--- config.mk ---
export PLATFORM = sky130hd
export DESIGN_NAME = axi4l_manager_seq
export DESIGN_NICKNAME = d
export VERILOG_FILES = /design/src/rtl/axi4l_manager_seq.sv
export SDC_FILE = /design/constraint.sdc
export NUM_CORES = 1
export LEC_CHECK = 0
export ABC_AREA = 1
export ABC_CLOCK_PERIOD_IN_PS = 1960
export CAP_MARGIN = 15
export CORE_UTILIZATION = 37
export DETAILED_ROUTE_END_ITERATION = 16
export PLACE_DENSITY = 0.78
export SLEW_MARGIN = 20
export SYNTH_ARGS = -nofsm -noshare
export SYNTH_HDL_FRONTEND = slang
export SYNTH_SLANG_ARGS = --single-unit
export TNS_END_PERCENT = 20
--- constraint.sdc ---
create_clock -name ACLK -period 1.96 [get_ports ACLK]
set_input_delay 0.49 -clock ACLK [delete_from_list [all_inputs] [get_ports ACLK]]
set_output_delay 0.49 -clock ACLK [all_outputs]
set_load 0.02 [all_outputs]
--- src/rtl/axi4l_manager_seq.sv ---
// axi4l_manager_seq
//   AXI4-Lite manager that turns simple request/response streams into AXI4-Lite
//   transactions. The write and read engines are independent, and each allows
//   up to MAX_OUT transactions in flight.
//
// Parameters
//   ADDR_W      address width
//   DATA_W      data width (multiple of 8); strobe width is DATA_W/8
//   MAX_OUT     outstanding transactions per direction (1..15)
//   TIMEOUT_CYC watchdog limit in cycles (used only with AXI4L_MGR_TIMEOUT_EN)
//
// Ports
//   ACLK, ARESETn               clock, asynchronous active-low reset
//   AW*/W*/B*                   AXI4-Lite write channels (manager side)
//   AR*/R*                      AXI4-Lite read channels (manager side)
//   wr_req_* / wr_rsp_*         user write request / response
//   rd_req_* / rd_rsp_*         user read request / response
//   proto_err                   sticky flag: B or R seen with nothing outstanding
//   timeout_err                 sticky watchdog flag (only with AXI4L_MGR_TIMEOUT_EN)
//
// Build option
//   AXI4L_MGR_TIMEOUT_EN        adds the per-engine watchdogs and the timeout_err port
module axi4l_manager_seq #(
  parameter int ADDR_W      = 32,
  parameter int DATA_W      = 32,
  parameter int MAX_OUT     = 4,
  parameter int TIMEOUT_CYC = 256
) (
  input  logic                ACLK,
  input  logic                ARESETn,
  // AXI write address / data / response
  output logic                AWVALID,
  input  logic                AWREADY,
  output logic [ADDR_W-1:0]   AWADDR,
  output logic                WVALID,
  input  logic                WREADY,
  output logic [DATA_W-1:0]   WDATA,
  output logic [DATA_W/8-1:0] WSTRB,
  input  logic                BVALID,
  output logic                BREADY,
  input  logic [1:0]          BRESP,
  // AXI read address / data
  output logic                ARVALID,
  input  logic                ARREADY,
  output logic [ADDR_W-1:0]   ARADDR,
  input  logic                RVALID,
  output logic                RREADY,
  input  logic [DATA_W-1:0]   RDATA,
  input  logic [1:0]          RRESP,
  // user write side
  input  logic                wr_req_valid,
  output logic                wr_req_ready,
  input  logic [ADDR_W-1:0]   wr_addr,
  input  logic [DATA_W-1:0]   wr_data,
  input  logic [DATA_W/8-1:0] wr_strb,
  output logic                wr_rsp_valid,
  output logic [1:0]          wr_rsp_resp,
  // user read side
  input  logic                rd_req_valid,
  output logic                rd_req_ready,
  input  logic [ADDR_W-1:0]   rd_addr,
  output logic                rd_rsp_valid,
  output logic [DATA_W-1:0]   rd_rsp_data,
  output logic [1:0]          rd_rsp_resp,
  output logic                proto_err
`ifdef AXI4L_MGR_TIMEOUT_EN
  ,
  output logic                timeout_err
`endif
);

  if (MAX_OUT < 1 || MAX_OUT > 15 || TIMEOUT_CYC < 1 || (DATA_W % 8) != 0) begin : g_param_chk
    $error("axi4l_manager_seq: illegal parameter value");
  end

  localparam int              CNT_W   = $clog2(MAX_OUT + 1);
  localparam logic [CNT_W-1:0] CNT_MAX = CNT_W'(MAX_OUT);
  localparam logic [CNT_W-1:0] CNT_ONE = CNT_W'(1);

  typedef enum logic {
    ST_IDLE,
    ST_ISSUE
  } eng_state_t;

  eng_state_t       wr_state, rd_state;
  logic [CNT_W-1:0] wr_cnt, rd_cnt;

  logic wr_acc, rd_acc;
  logic b_hs, r_hs;
  logic wr_rsp_ok, rd_rsp_ok;
  logic aw_pend, w_pend, ar_pend;

  // Ready is derived from registers only, so it never depends on same-cycle inputs.
  assign wr_req_ready = !AWVALID && !WVALID && (wr_cnt < CNT_MAX);
  assign rd_req_ready = !ARVALID && (rd_cnt < CNT_MAX);

  assign wr_acc    = wr_req_valid && wr_req_ready;
  assign rd_acc    = rd_req_valid && rd_req_ready;
  assign b_hs      = BVALID && BREADY;
  assign r_hs      = RVALID && RREADY;
  // A response only counts when something is outstanding; otherwise it is a protocol error.
  assign wr_rsp_ok = b_hs && (wr_cnt != '0);
  assign rd_rsp_ok = r_hs && (rd_cnt != '0);

  // VALIDs still waiting for their handshake after this cycle.
  assign aw_pend = AWVALID && !AWREADY;
  assign w_pend  = WVALID && !WREADY;
  assign ar_pend = ARVALID && !ARREADY;

  // ---------------------------------------------------------------- write FSM
  always_ff @(posedge ACLK or negedge ARESETn) begin
    if (!ARESETn) begin
      wr_state <= ST_IDLE;
      AWVALID  <= 1'b0;
      WVALID   <= 1'b0;
      AWADDR   <= '0;
      WDATA    <= '0;
      WSTRB    <= '0;
    end else begin
      case (wr_state)
        ST_IDLE: begin
          if (wr_acc) begin
            AWVALID  <= 1'b1;
            WVALID   <= 1'b1;
            AWADDR   <= wr_addr;
            WDATA    <= wr_data;
            WSTRB    <= wr_strb;
            wr_state <= ST_ISSUE;
          end
        end
        ST_ISSUE: begin
          AWVALID <= aw_pend;
          WVALID  <= w_pend;
          if (!aw_pend && !w_pend) begin
            wr_state <= ST_IDLE;
          end
        end
        default: wr_state <= ST_IDLE;
      endcase
    end
  end

  // ----------------------------------------------------------------- read FSM
  always_ff @(posedge ACLK or negedge ARESETn) begin
    if (!ARESETn) begin
      rd_state <= ST_IDLE;
      ARVALID  <= 1'b0;
      ARADDR   <= '0;
    end else begin
      case (rd_state)
        ST_IDLE: begin
          if (rd_acc) begin
            ARVALID  <= 1'b1;
            ARADDR   <= rd_addr;
            rd_state <= ST_ISSUE;
          end
        end
        ST_ISSUE: begin
          ARVALID <= ar_pend;
          if (!ar_pend) begin
            rd_state <= ST_IDLE;
          end
        end
        default: rd_state <= ST_IDLE;
      endcase
    end
  end

  // ------------------------------------------- outstanding counters, responses
  always_ff @(posedge ACLK or negedge ARESETn) begin
    if (!ARESETn) begin
      BREADY       <= 1'b0;
      RREADY       <= 1'b0;
      wr_cnt       <= '0;
      rd_cnt       <= '0;
      wr_rsp_valid <= 1'b0;
      wr_rsp_resp  <= '0;
      rd_rsp_valid <= 1'b0;
      rd_rsp_data  <= '0;
      rd_rsp_resp  <= '0;
      proto_err    <= 1'b0;
    end else begin
      BREADY <= 1'b1;
      RREADY <= 1'b1;

      if (wr_acc && !wr_rsp_ok) begin
        wr_cnt <= wr_cnt + CNT_ONE;
      end else if (!wr_acc && wr_rsp_ok) begin
        wr_cnt <= wr_cnt - CNT_ONE;
      end

      if (rd_acc && !rd_rsp_ok) begin
        rd_cnt <= rd_cnt + CNT_ONE;
      end else if (!rd_acc && rd_rsp_ok) begin
        rd_cnt <= rd_cnt - CNT_ONE;
      end

      wr_rsp_valid <= wr_rsp_ok;
      if (wr_rsp_ok) begin
        wr_rsp_resp <= BRESP;
      end

      rd_rsp_valid <= rd_rsp_ok;
      if (rd_rsp_ok) begin
        rd_rsp_data <= RDATA;
        rd_rsp_resp <= RRESP;
      end

      if ((b_hs && wr_cnt == '0) || (r_hs && rd_cnt == '0)) begin
        proto_err <= 1'b1;
      end
    end
  end

`ifdef AXI4L_MGR_TIMEOUT_EN
  // --------------------------------------------------------------- watchdogs
  localparam int              WD_W   = $clog2(TIMEOUT_CYC + 1);
  localparam logic [WD_W-1:0] WD_MAX = WD_W'(TIMEOUT_CYC);
  localparam logic [WD_W-1:0] WD_ONE = WD_W'(1);

  logic [WD_W-1:0] wr_wd, rd_wd;
  logic            wr_wd_hit, rd_wd_hit;

  // Flag on the same edge the counter reaches the limit, and keep it once there.
  assign wr_wd_hit = (wr_wd == WD_MAX) ||
                     (!wr_rsp_ok && wr_cnt != '0 && wr_wd == WD_MAX - WD_ONE);
  assign rd_wd_hit = (rd_wd == WD_MAX) ||
                     (!rd_rsp_ok && rd_cnt != '0 && rd_wd == WD_MAX - WD_ONE);

  always_ff @(posedge ACLK or negedge ARESETn) begin
    if (!ARESETn) begin
      wr_wd       <= '0;
      rd_wd       <= '0;
      timeout_err <= 1'b0;
    end else begin
      if (wr_rsp_ok) begin
        wr_wd <= '0;
      end else if (wr_cnt != '0 && wr_wd != WD_MAX) begin
        wr_wd <= wr_wd + WD_ONE;
      end

      if (rd_rsp_ok) begin
        rd_wd <= '0;
      end else if (rd_cnt != '0 && rd_wd != WD_MAX) begin
        rd_wd <= rd_wd + WD_ONE;
      end

      if (wr_wd_hit || rd_wd_hit) begin
        timeout_err <= 1'b1;
      end
    end
  end
`endif

endmodule

==> reports/qor.csv, run 1 <==
metric,value,unit
CORE AREA,15370,um2
YS warnings,0,
Static Leak,0.004807,uW
hold_ws,0.008304,ns
CTS H-tree depth,4,
Post-Syn Area,5887,um2
first-pass GRT wire length,25120,um
Post CTS Setup Buffer Count,0,
Worst Hold Class,input port to async pin,
Routed WL,15700,um
top_reg_cell synth,dfrtp_1,
#FFs+latches synth,151,
die width,128.1,um
number of max-cap violations,0,
CTS tree,yes,
largest net degree at the start of global routing,59,
clk sinks,151,
DR pass1 iterations,4,
Worst EP arrival,1.41,ns
post-synth net total,810,
DIE AREA,16420,um2
crit-path cells,clkdlybuf4s50_1,
Starting Density,0.3830,
fin crit period,1.901,ns
most numerous cell in the Yosys netlist,nand2_1,
WL/cell,13.24,um
DRC Markers,0,
final setup violation count,0,
Setup TNS,0,ns
most area-consuming cells after synthesis,"dfrtp_1 (64%), nand2_1 (23%), inv_1 (3.3%)",
unrepaired setup endpoints after global routing,false,
period utilisation layout,0.9701,
Die Height,128.1,um
CP Capture Type,primary output,
DRT antenna net count,0,
vias after detailed routing,5192,
initial antenna violation count,0,
Final Total Pwr,13230,uW
Post-synth EDFFs,0,
DP Wirelength,11390,um
Max clock buf depth,2,
Clock Pin Slew Worst Setup and Hold Paths,0.06,ns
Ports,291,
TritonCTS buffer count,17,
post-synthesis sequential area ratio,0.6419,
design area,9668,um2
kind of critical path,flop to primary output,
DR vias/cell,4.378,
Max Fanout on Critical Path,2,
total grt overflow,0,
Critical Path RT,1.47,ns
Pins Over Slew Limit,0,
# rows,45,
clock skew,0.007141,ns
"Largest stage delay, worst path",0.65,ns
root buffer cell,clkbuf_16,
layout cell share with drive strength beyond 1,0.06154,
outcome,"complete, no violations",
vias in the first global route,5057,
GRT Total Usage,0.1978,
Worst-Skew Late Latency,0.42,ns
initial drt markers,222,
mean post-synth cell area,8.906,um2
maximum clock frequency,526.0,MHz
Post-synth ARST share,1.000,
pwr/cell area,1368,nW/um2
worst vdd ir,0.0008578,V
Buf/Inv on CP,1,
crit path launch type,flop,
Yosys cell types,21,
number of port buffers,290,
"top cells by count, synth","nand2_1 (367), dfrtp_1 (151), inv_1 (51)",
# nets final,1111,
Layout Area Growth over Synthesis,64.23,%
DP Area,9128,um2
"CP delay by family, top",buffers and inverters,
top-area cell type share of the netlist area,0.6419,
GP Congestion,0.7807,
slowest CP cell,clkdlybuf4s50_1,
final hold vios,0,
leading area contributor after synthesis,dfrtp_1,
Synth Instances,661,
ant diodes,0,
[path summary, 6_finish.rpt]
check                               startpoint  cells past startpoint              to  slack [ns]
worst max-delay path            wr_rsp_resp[0]                      1  wr_rsp_resp[0]        0.06
worst min-delay path                   ARESETn                      1       AWADDR[0]       0.008
worst max register to register       wr_cnt[2]                     10       wr_cnt[2]        0.19
worst min register to register       proto_err                      1       proto_err        0.47
max in group asynchronous              ARESETn                      2      ARADDR[21]        1.40
min in group ACLK                    proto_err                      1       proto_err        0.47
[registers in the layout, summed over array words and instances, names as in the netlist, 2 cells and up]
name and flops:
ARADDR 32, AWADDR 32, WDATA 32, rd_rsp_data 32
WSTRB 4, rd_cnt 3, wr_cnt 3, rd_rsp_resp 2
wr_rsp_resp 2
[power by group]
group	internal [uW]	switching, uW
combinational	2560	2890
clock	1730	1250
sequential	4180	616
[through the flow]
step           cells  utilization  setup slack [ns]
2_1_floorplan    661            -            0.1054
3_3_place_gp    1154       0.5938           -0.2336
3_5_place_dp    1154       0.5938           -0.2848
4_1_cts         1186       0.6286         0.0009466
5_1_grt         1186       0.6290         0.0001797
6_report        1186       0.6290           0.05870
[routing by layer]
layer | global-route usage | up-vias | share of wire
li1 | - | 2598 | -
met1 | 0.2417 | 2394 | 0.42
met2 | 0.3264 | 170 | 0.49
met3 | 0.05551 | 30 | 0.057
met4 | 0.08858 | 0 | 0.027
met5 | 0 | - | 0
[timing repair]
action                                  in CTS  in global routing
resized for setup                            6                  6
endpoints found under the setup margin       7                  4
hold buffers                                 0                  0
[area by class of cell]
class / count / area, um2
fill: 1304 / 5703
sequential: 151 / 3779
clock inverter: 13 / 108.9
clock buffer: 19 / 432.9
multi-input combinational: 429 / 1774
inverter: 53 / 198.9
tap: 211 / 264.0
timing repair buffer: 310 / 3110
[cells by family after synthesis]
family                   synth area share
AO/OA/AOI/OAI                     0.02997
XOR/XNOR                         0.002976
adder cells (fa/ha/maj)           0.01105
buffers and inverters             0.05930
flip-flops                         0.6419
other                           0.0006370
AND/OR/NAND/NOR                    0.2542
[cell usage in the layout (no fill, tap or decap)]
cell	count
buf_12	5
buf_4	15
buf_6	1
bufinv_16	1
clkbuf_1	2
clkbuf_16	17
clkbuf_2	1
clkdlybuf4s50_1	281
clkinv_2	6
clkinv_4	3
clkinvlp_4	3
conb_1	1
dfrtp_1	151
dlygate4sd2_1	5
dlymetal6s2s_1	2
fa_1	2
ha_1	2
inv_1	51
inv_2	2
nand2_1	367
nand2_2	1
nand3_1	6
nand3_2	1
nand3b_1	2
nand4_1	5
nor2_2	2
nor2_4	1
nor3_1	1
nor3b_2	1
o21ai_0	34
o22ai_1	1
xnor2_1	2
(Power assumes the default switching activity.)
==> run 2: changes to the inputs <==
- PLACE_DENSITY: 0.78 -> 0.84
==> run 2 against run 1 <==
Register-to-register slack got worse by 0.02 ns; combinational power barely moved; clock-buffer cell count fell by 1; clock power rose by 12%; wire length rose by 3.6%; first-iteration DRC count rose by 14%; clock skew rose by 0.0022 ns; critical endpoint is now WSTRB[1]; sequential cell count did not move; critical path depth did not move.
==> reports/qor.csv, run 2 (synthesis results as in run 1) <==
metric,value,unit,change
Routed WL,16260,um,+3.6%
WL/cell,13.73,um,+3.7%
design area,9739,um2,+0.74%
period utilisation layout,0.9774,,+0.007298
DR vias/cell,4.443,,+1.5%
dpl cells,1151,,-0.26%
"Largest stage delay, worst path",0.64,ns,about the same
DIE AREA,16420,um2,unchanged
crit-path cells,clkdlybuf4s50_1,,
"most common cell after layout, fill and taps aside",nand2_1,,
Max clock buf depth,2,,unchanged
DP Wirelength,11750,um,+3.1%
DR pass1 iterations,4,,unchanged
total grt overflow,0,,unchanged
Ports,291,,unchanged
vias in the first global route,5276,,+4.3%
maximum clock frequency,522.0,MHz,-0.75%
final hold vios,0,,unchanged
Worst-Skew Late Latency,0.41,ns,about the same
# nets final,1109,,-0.18%
CTS H-tree depth,4,,unchanged
number of max-cap violations,0,,unchanged
Layout Area Growth over Synthesis,65.44,%,
initial drt markers,254,,+14%
Max Fanout on Critical Path,2,,unchanged
number of port buffers,290,,unchanged
DRC Markers,0,,unchanged
Die Height,128.1,um,unchanged
GP Congestion,0.7869,,+0.79%
"CP delay by family, top",buffers and inverters,,
Worst Hold Class,flop to flop,,
kind of critical path,flop to primary output,,
clock skew,0.009300,ns,+0.002159 ns
TritonCTS buffer count,17,,unchanged
GRT Total Usage,0.2033,,+0.005405
Critical Path RT,1.47,ns,about the same
unrepaired setup endpoints after global routing,false,,
Pins Over Slew Limit,0,,unchanged
Static Leak,0.004853,uW,+0.96%
Worst EP arrival,1.43,ns,+0.02 ns
DP Area,9117,um2,-0.11%
Clock Pin Slew Worst Setup and Hold Paths,0.06,ns,about the same
largest net degree at the start of global routing,59,,unchanged
CORE AREA,15370,um2,unchanged
# rows,45,,unchanged
die width,128.1,um,unchanged
pwr/cell area,1402,nW/um2,+2.4%
DRT antenna net count,0,,unchanged
outcome,"complete, no violations",,
clk sinks,151,,unchanged
final setup violation count,0,,unchanged
CP Capture Type,primary output,,
final instance count without filler cells,1184,,-0.17%
crit path launch type,flop,,
Buf/Inv on CP,1,,unchanged
number of fill cells,1291,,-1.0%
vias after detailed routing,5260,,+1.3%
layout cell share with drive strength beyond 1,0.06064,,-0.0009013
worst vdd ir,0.0007376,V,-14%
ant diodes,0,,unchanged
first-pass GRT wire length,25660,um,+2.2%
CTS tree,yes,,
fin crit period,1.916,ns,+0.01430 ns
"commonest cells after routing, fill and taps aside","nand2_1 (367), clkdlybuf4s50_1 (279), dfrtp_1 (151), inv_1 (51), o21ai_0 (34)",,
Final Total Pwr,13650,uW,+3.2%
Starting Density,0.3830,,unchanged
initial antenna violation count,0,,unchanged
slowest CP cell,clkdlybuf4s50_1,,
root buffer cell,clkbuf_16,,
run 2: changes by cell type in the layout (fill, tap and decap cells not counted), sizes merged, moves of 2 or more:
cell / before / now
clkinv: 9 / 4
buf: 21 / 18
inv: 53 / 56
bufinv: 1 / 3
clkdlybuf4s50: 281 / 279
run 2: worst paths after layout:
path / start / end / slack [ns] / depth (start not counted)
setup / recovery: WSTRB[1] / WSTRB[1] / 0.04 / 1
hold / removal: proto_err / proto_err / 0.47 / 1
setup reg to reg: wr_cnt[2] / wr_cnt[2] / 0.17 / 10
hold reg to reg: proto_err / proto_err / 0.47 / 1
max in group asynchronous: ARESETn / rd_rsp_data[29] / 0.86 / 3
min in group asynchronous: ARESETn / AWADDR[10] / 0.49 / 2
run 2: final cells by class:
| cell class | count | area, um2 | area share |
|---|---|---|---|
| Multi-Input combinational cell | 429 | 1774 | 0.1822 |
| Sequential cell | 151 | 3779 | 0.3880 |
| Inverter | 53 | 198.9 | 0.02043 |
| Tap cell | 211 | 264.0 | 0.02711 |
| Timing Repair Buffer | 308 | 3112 | 0.3195 |
| Clock inverter | 14 | 172.7 | 0.01773 |
| Clock buffer | 18 | 439.2 | 0.04509 |
run 2: repair_timing:
action,CTS,global route
hold buffers,1,0
resized for setup,7,7
endpoints found under the setup margin,7,5
setup buffers,0,0
endpoints found under the hold margin,17,0
run 2: metrics by stage:
step	util	worst slack, ns	setup TNS (ns)	hold slack, ns
floorplan	-	0.1054	0	0.1944
finish	0.6336	0.04439	0	0.4712
global route	0.6336	0.002373	0	0.4899
detailed placement	0.5932	-0.2724	-0.9392	0.3457
CTS	0.6330	0.006420	0	0.4735
global placement	0.5932	-0.2356	-0.7620	0.3432
run 2: where the power goes:
| part | switching (uW) | total, uW | internal, uW |
|---|---|---|---|
| Sequential | 655 | 4840 | 4180 |
| Combinational | 2900 | 5460 | 2560 |
| Clock | 1310 | 3350 | 2050 |
run 2: metal layers:
metal | global-route usage | share of wire | vias to the layer above
met4 | 0.1066 | 0.037 | 0
li1 | - | - | 2589
met3 | 0.05301 | 0.055 | 43
met1 | 0.2328 | 0.40 | 2444
met5 | 0 | 0 | -
met2 | 0.3494 | 0.51 | 184
